$ cat config.mk
export PLATFORM = sky130hd
export DESIGN_NAME = param_lifo_stack
export DESIGN_NICKNAME = d
export VERILOG_FILES = /design/src/rtl/param_lifo_stack.sv
export SDC_FILE = /design/constraint.sdc
export NUM_CORES = 1
export LEC_CHECK = 0
export CAP_MARGIN = 15
export CORE_MARGIN = 2
export CORE_UTILIZATION = 35
export CTS_CLUSTER_SIZE = 12
export DETAILED_ROUTE_END_ITERATION = 7
export GPL_ROUTABILITY_DRIVEN = 0
export GPL_TIMING_DRIVEN = 0
export HOLD_SLACK_MARGIN = 0.02
export PLACE_DENSITY = 0.54
export SLEW_MARGIN = 40
export SYNTH_ARGS = -nofsm -noshare
export SYNTH_HDL_FRONTEND = slang
export SYNTH_SLANG_ARGS = --single-unit
$ cat constraint.sdc
create_clock -name clock -period 9.6 [get_ports clock]
set_clock_uncertainty 0.05 [all_clocks]
set_input_delay 1.92 -clock clock [delete_from_list [all_inputs] [get_ports clock]]
set_output_delay 1.92 -clock clock [all_outputs]
set_load 0.02 [all_outputs]
$ cat src/rtl/param_lifo_stack.sv
// Parametrised LIFO stack: registered top-of-stack plus a DEPTH-1 entry array.
// Supports push, pop, replace (push+pop), flush and sticky overflow/underflow flags.
module param_lifo_stack #(
  parameter  int DATA_WIDTH = 32,
  parameter  int DEPTH      = 32,
  localparam int CNT_WIDTH  = $clog2(DEPTH + 1)
) (
  input  logic                  clock,
  input  logic                  reset,
  input  logic                  sig_push,
  input  logic                  sig_pop,
  input  logic                  flush,
  input  logic                  clear_errors,
  input  logic [DATA_WIDTH-1:0] DataIn,
  output logic [DATA_WIDTH-1:0] DataOut,
  output logic [CNT_WIDTH-1:0]  count,
  output logic                  flag_full,
  output logic                  flag_empty,
  output logic                  flag_overflow,
  output logic                  flag_underflow
);

  localparam logic [CNT_WIDTH-1:0] FULL_CNT = CNT_WIDTH'(DEPTH);

  // Entry i holds the word that sits at stack position i+1 (the top lives in DataOut).
  logic [DATA_WIDTH-1:0] below_mem [DEPTH-1];
  logic [DATA_WIDTH-1:0] below_top;
  logic [DATA_WIDTH-1:0] top_next;
  logic [CNT_WIDTH-1:0]  count_next;
  logic                  spill;
  logic                  ovf_evt;
  logic                  unf_evt;

  assign flag_full  = (count == FULL_CNT);
  assign flag_empty = (count == '0);

  // Word directly beneath the current top; zero when one or fewer words are held.
  always_comb begin
    below_top = '0;
    for (int unsigned i = 0; i < unsigned'(DEPTH - 1); i++) begin
      if (count == CNT_WIDTH'(i + 2)) below_top = below_mem[i];
    end
  end

  always_comb begin
    count_next = count;
    top_next   = DataOut;
    spill      = 1'b0;
    ovf_evt    = 1'b0;
    unf_evt    = 1'b0;
    if (flush) begin
      count_next = '0;
      top_next   = '0;
    end else if (sig_push && !sig_pop) begin
      if (flag_full) begin
        ovf_evt = 1'b1;
      end else begin
        spill      = !flag_empty;
        count_next = count + CNT_WIDTH'(1);
        top_next   = DataIn;
      end
    end else if (sig_pop && !sig_push) begin
      if (flag_empty) begin
        unf_evt = 1'b1;
      end else begin
        count_next = count - CNT_WIDTH'(1);
        top_next   = below_top;
      end
    end else if (sig_push && sig_pop) begin
      top_next = DataIn;
      if (flag_empty) count_next = CNT_WIDTH'(1);
    end
  end

  always_ff @(posedge clock or posedge reset) begin
    if (reset) begin
      count          <= '0;
      DataOut        <= '0;
      flag_overflow  <= 1'b0;
      flag_underflow <= 1'b0;
    end else begin
      count          <= count_next;
      DataOut        <= top_next;
      flag_overflow  <= (flag_overflow  & ~clear_errors) | ovf_evt;
      flag_underflow <= (flag_underflow & ~clear_errors) | unf_evt;
    end
  end

  // On a push the old top moves into the slot just below the new top.
  always_ff @(posedge clock) begin
    if (spill) begin
      for (int unsigned i = 0; i < unsigned'(DEPTH - 1); i++) begin
        if (count == CNT_WIDTH'(i + 1)) below_mem[i] <= DataOut;
      end
    end
  end

endmodule

# Yosys cells after proc, flatten, opt, wreduce, memory -nomap -nowiden
# Memory sizes are Yosys's and may differ from the RTL's.
# Cells that the tools add are included.
[totals]
memories = 1
ram_bits = 992
reg_bits = 40
[memory_table]
columns = ["name", "depth", "width", "read_ports", "rd_ports_with_merged_regs", "write_ports", "line_no", "source"]
rows = [
  ["below_mem", 31, 32, 31, 0, 1, "26", "logic [DATA_WIDTH-1:0] below_mem [DEPTH-1];"],
]
[classes]
n_addsub = 2
reduce_logical = 41
eq_ne = 34
mux = 237
n_bitwise = 5
[ops]
columns = ["cell", "count"]
rows = [
  ["$mux 32", 67],
  ["$reduce_or 32->1", 30],
  ["$mux 5", 30],
  ["$mux 1", 133],
  ["$eq 6x5->1 const B", 16],
  ["$eq 6x4->1 const B", 8],
  ["$mux 6", 7],
  ["$eq 6x3->1 const B", 4],
  ["$eq 6x2->1 const B", 2],
  ["$reduce_bool 4->1", 2],
  ["$add 6x1->6 const B", 1],
  ["$eq 6x1->1 const B", 1],
  ["$eq 6x6->1 const B", 1],
  ["$logic_not 6->1", 1],
  ["$sub 6x1->6 const B", 1],
  ["$ne 4x4->1 const B", 1],
  ["$reduce_and 4->1", 1],
  ["$logic_and 1x1->1", 3],
  ["$logic_not 1->1", 3],
  ["$ne 3x3->1 const B", 1],
  ["$reduce_and 3->1", 1],
  ["$and 1x1->1", 2],
  ["$or 1x1->1", 2],
  ["$not 1->1", 1],
]

# Logic depth before layout (Yosys ltp)
# Gate-level depths: netlist (run 1).
[depth]
ltp_word = 38
ltp_mapped = 14
mapped_depth_nobuf = 11

# Least setup slack after synthesis (run 1)
# OpenSTA, ideal clock, no wires.
[synth_path]
path_kind = "input port to flip-flop"
startpoint = "input sig_pop"
endpoint = "memory below_mem[11][0] (netlist: below_mem[0][352]) (enable)"
required_time_ns = 9.129
stages = 8
arrival_time_ns = 4.685
slack_ns = 4.444
path_cell_list = "inv_1 -> ha_1 -> inv_1 -> a311o_1 -> clkbuf_1 -> nor3_1 -> nand3_1 -> nor2_1"
[synth_via]
elab_chain_len = 37
[synth_lines]
columns = ["item", "line_no", "source"]
rows = [
  ["start, declared", "11", "input logic sig_pop,"],
  ["$logic_not 1->1 (*)", "54", "end else if (sig_push && !sig_pop) begin"],
  ["$logic_and 1x1->1 (*)", "54", ""],
  ["$mux 1 (*)", "54", ""],
  ["$mux 1 (*)", "51", "if (flush) begin"],
  ["$mux 1", "91", "if (spill) begin"],
  ["$mux 1 (implied by the code)", "93", "if (count == CNT_WIDTH'(i + 1)) below_mem[i] <= DataOut;"],
  ["$reduce_or 32->1 (no line)", "-", ""],
  ["$mux 5 (no line) or $mux 1 (tied branches) (30 in a row)", "-", ""],
  ["end, declared", "26", ""],
]
# Mark *: on every way between the ends. The rest lies on a longest branch, timed or not.

# Worst setup path after layout (run 1)
[layout_path]
startpoint = "register count[0]"
endpoint = "output flag_full"
[layout_via]
elab_chain_len = 1
[layout_lines]
columns = ["item", "line_no", "source"]
rows = [
  ["start, declared", "16", "output logic [CNT_WIDTH-1:0] count,"],
  ["start signal, assigned", "82", "count <= count_next;"],
  ["$eq 6x6->1", "34", "assign flag_full = (count == FULL_CNT);"],
  ["end, declared", "17", "output logic flag_full,"],
]
# Every way passes these cells.

==> results of run 1 <==
## final timing paths
kind / startpoint / end / slack [ns] / cells after the start
worst max register to register: count[0] / DataOut[25] / 3.94 / 12
worst max-delay path: count[0] / flag_full / 3.52 / 8
min in group asynchronous: reset / count[3] / 1.45 / 2
worst min-delay path: flag_overflow / flag_overflow / 0.49 / 2
worst min register to register: flag_overflow / flag_overflow / 0.49 / 2
max in group asynchronous: reset / DataOut[0] / 7.50 / 3
## sequential cells by signal, indices dropped and copies added (netlist names)
register,count
DataOut,32
flag_overflow,1
below_mem,992
count,6
flag_underflow,1
## layer usage
layer	share of wire	up-vias
met2	0.44	1986
met5	0.00033	-
li1	-	11800
met4	0.049	8
met3	0.12	299
met1	0.40	14800
## cell families after synthesis
| family | count (synthesis) |
|---|---|
| muxes | 2 |
| AOI/OAI and AO/OA | 880 |
| and+or+nand+nor | 646 |
| buffers and inverters | 193 |
| adders and majority gates | 9 |
| DFF | 1032 |
## placed cells by master, fill, tap and decap left out, drive strengths merged, types with 10 or more instances in the layout
cell type      synthesis  routed
o31ai                 12      12
a221oi                84      84
nor3                  41      41
dfrtp                 40      40
o211ai                29      29
nor2                 208     208
o22ai                 98      98
o21ai                161     161
buf                   66     123
or3                   15      15
o221ai                52      52
and2                  15      15
a22o                  17      17
nand4                 17      17
a2111oi               18      18
a221o                 21      21
a211o                 11      11
edfxtp               992     992
o2111ai               13      13
nor4                  10      10
nand3                 58      58
a21oi                167     167
a211oi                30      30
a31oi                 17      17
clkinv                 1      28
a22oi                 62      62
and3                  44      44
a222oi                12      12
nand2                186     186
inv                   22      27
clkbuf               104     260
clkdlybuf4s50          0      79
## layout make-up
type | instances | share of cell area
Antenna cell | 3 | 0.000155
Buffer | 170 | 0.0159
Clock buffer | 155 | 0.0603
Clock inverter | 33 | 0.00471
Inverter | 23 | 0.00183
Multi-Input combinational cell | 1537 | 0.201
Sequential cell | 1032 | 0.636
Tap cell | 1524 | 0.0393
Timing Repair Buffer | 138 | 0.0412
## stage by stage
step                      utilization  total power (W)  cell area (um^2)  hold slack [ns]  std cells
after floorplan                     -          0.00559             41000            0.467       2762
after global placement          0.376          0.00619             43700            0.470       4365
after detailed placement        0.390          0.00624             45300            0.486       4421
after CTS                       0.417           0.0100             48500            0.495       4609
after global routing            0.418           0.0102             48600            0.535       4612
final                           0.418           0.0101             48600            0.489       4615
## power by group through the flow
stage                     sequential [W]  combinational, W  clock, W
after floorplan                  0.00525          0.000336         0
after global placement           0.00540          0.000791         0
after detailed placement         0.00534          0.000899         0
after CTS                        0.00525          0.000901   0.00388
after global routing             0.00525          0.000942   0.00405
final                            0.00526          0.000930   0.00388
## critical path, stage by stage, from the launching register on
cell and delay [ns]:
dfrtp_1 0.47, inv_1 0.22, ha_1 0.27, nor3b_1 0.47
buf_2 0.34, nand2_1 0.18, inv_1 0.16, clkbuf_1 0.56
clkdlybuf4s50_1 0.73
==> summary.txt, run 1 <==
Synthesis
  • Cell variety after synth: 90
  • Yosys top cell area share: 0.727
  • Mapped Nets: about 2800
  • Main combinational cell family by area after synthesis: compound AO/OA/AOI/OAI gates
  • Synth Flop Type: edfxtp_1
  • Post-synth ARST share: 0.0388
  • Synth Area per Inst: 14.8 um^2
  • Register bit total from synthesis: roughly 1000
  • Simple-gate area share of the yosys netlist: 0.0766
  • Post-synthesis sequential area ratio: 0.751
  • Post-synth EDFFs: 992
  • Area contributors post-synth: edfxtp_1 73%, dfrtp_1 2.4%, a21oi_1 2.0%, o21ai_0 1.9%, nor2_1 1.8%
  • Adder-cell share of the synthesized area: 0.00275
  • Cell taking the most area after synthesis: edfxtp_1
  • XOR/XNOR Fraction of Synth Area: 0
  • Synth Area in Compound Gates: 0.149
  • Mapped cell area: just over 40000 um^2
  • Ys Warns: 0
  • Cell with the most instances after synthesis: edfxtp_1
  • Commonest cells in the netlist: 992 x edfxtp_1, 198 x nor2_1, 184 x nand2_1
  • Post-synthesis mux area share: 0.000549
  • Cells after Synth: approximately 2800

Cells and area
  • Layout cell share with drive strength beyond 1: 0.130
  • Nets: a little over 3000
  • Area growth, synth to finish: 18.5%
  • Filler Cell Count: 10600
  • Area of all sequential standard cells: 30900 um^2
  • Area of the multi-input gates: ~9800 um^2

Clocking
  • Resized cells post-CTS: 0
  • # Post-CTS Setup Buffers: 0
  • H-tree levels: 3
  • Clock slew at reported path FFs: 0.06 ns
  • Clock root buffer: clkbuf_16
  • CTS buffer count: 105
  • Clock Path Buffers: 3
  • CTS tree: yes
  • Hold buffers post-CTS: 0
  • Clock sinks: ~1000
  • Clk Latency, worst-skew pair: 0.72 ns

Min path
  • Hold crit path type: reg2reg

GRT
  • Vias in the first global route: 26900
  • Grt met1 use: 0.375
  • GRT busiest layer: met2
  • Grt met2 use: 0.394
  • Initial antenna violation count: 7
  • GR Util All Layers: 0.266
  • First-pass GRT wire length: 223 mm
  • Largest net degree at the start of global routing: 35
  • Met3 global-route usage: 0.0588
  • Grt total ovfl: 0

Die
  • Die Ht: 346 um
  • Starting density of the core: 0.353
  • Core box area: 116000 um^2
  • Rows: 125
  • IO Pins: 80
  • Die area: 120000 um^2
  • Chip width: around 350 um

Setup path
  • CP startpoint kind: flop
  • CP arrival: slightly above 4 ns
  • CP Max Fanout: 10
  • Critical Path RT: 7.63 ns
  • Setup Crit Path Kind: reg2out
  • CP Capture Type: primary output

Pwr
  • Sw frac: 0.261
  • Comb pwr share: 0.092
  • Clock power share: 0.385
  • Peak supply drop: 180 uV
  • Switching pwr: approximately 0.0026 W
  • Reg power frac: 0.522
  • PwrDens: 207 nW/um^2
  • Leak: between 15 and 20 nW
  • Internal power: 0.00743 W

Timing
  • RSZ-0062 raised after global routing: false
  • Post-route setup TNS: 0 ns
  • Part of the cycle the worst path needs: 0.634
  • Fin. Hold Viols: 0
  • Final setup fails: 0
  • Least-Margin Pin Slew: 1.00 ns
  • Worst setup margin: 3.52 ns
  • Final slew viol count: 0
  • Fin crit period: 6.08 ns
  • Rel. slew slack: 0.328
  • Highest achievable clock rate: around 160 MHz

Drt
  • DRC violations left: 0
  • DR iter-0 viols: 4986
  • DR pass1 iterations: 6
  • Wire per inst: 35.3 um
  • Avg Vias per Cell: approximately 6.2
  • DRT antenna net count: 0
  • Routed via count: 28800
  • Final wirelength: 163 mm

Job
  • Max-cap viol count: 0

Placement
  • Post-Place Setup Slack: 3.38 ns
  • Input/output buffers: 79
  • Detailed placement HPWL: 112 mm

Outcome
  • Run status: finished clean
(Power assumes the default switching activity.)
==> run 2: changes to the inputs <==
==> constraint.sdc (replaced) <==
create_clock -name clock -period 6.25 [get_ports clock]
set_clock_uncertainty 0.05 [all_clocks]
set_input_delay 1.25 -clock clock [delete_from_list [all_inputs] [get_ports clock]]
set_output_delay 1.25 -clock clock [all_outputs]
set_load 0.02 [all_outputs]
==> results of run 2 <==
The final DEF is identical to that of run 1. Status: finished clean.
Among the figures that moved: setup slack after placement 3.38 ns -> 0.650 ns; setup slack after layout 3.52 ns -> 0.592 ns; end point of the critical path flag_full -> DataOut[25]; register-to-register setup slack 3.94 ns -> 0.59 ns; total power 0.0101 W -> 0.0155 W; worst IR drop on VDD 180 uV -> 276 uV
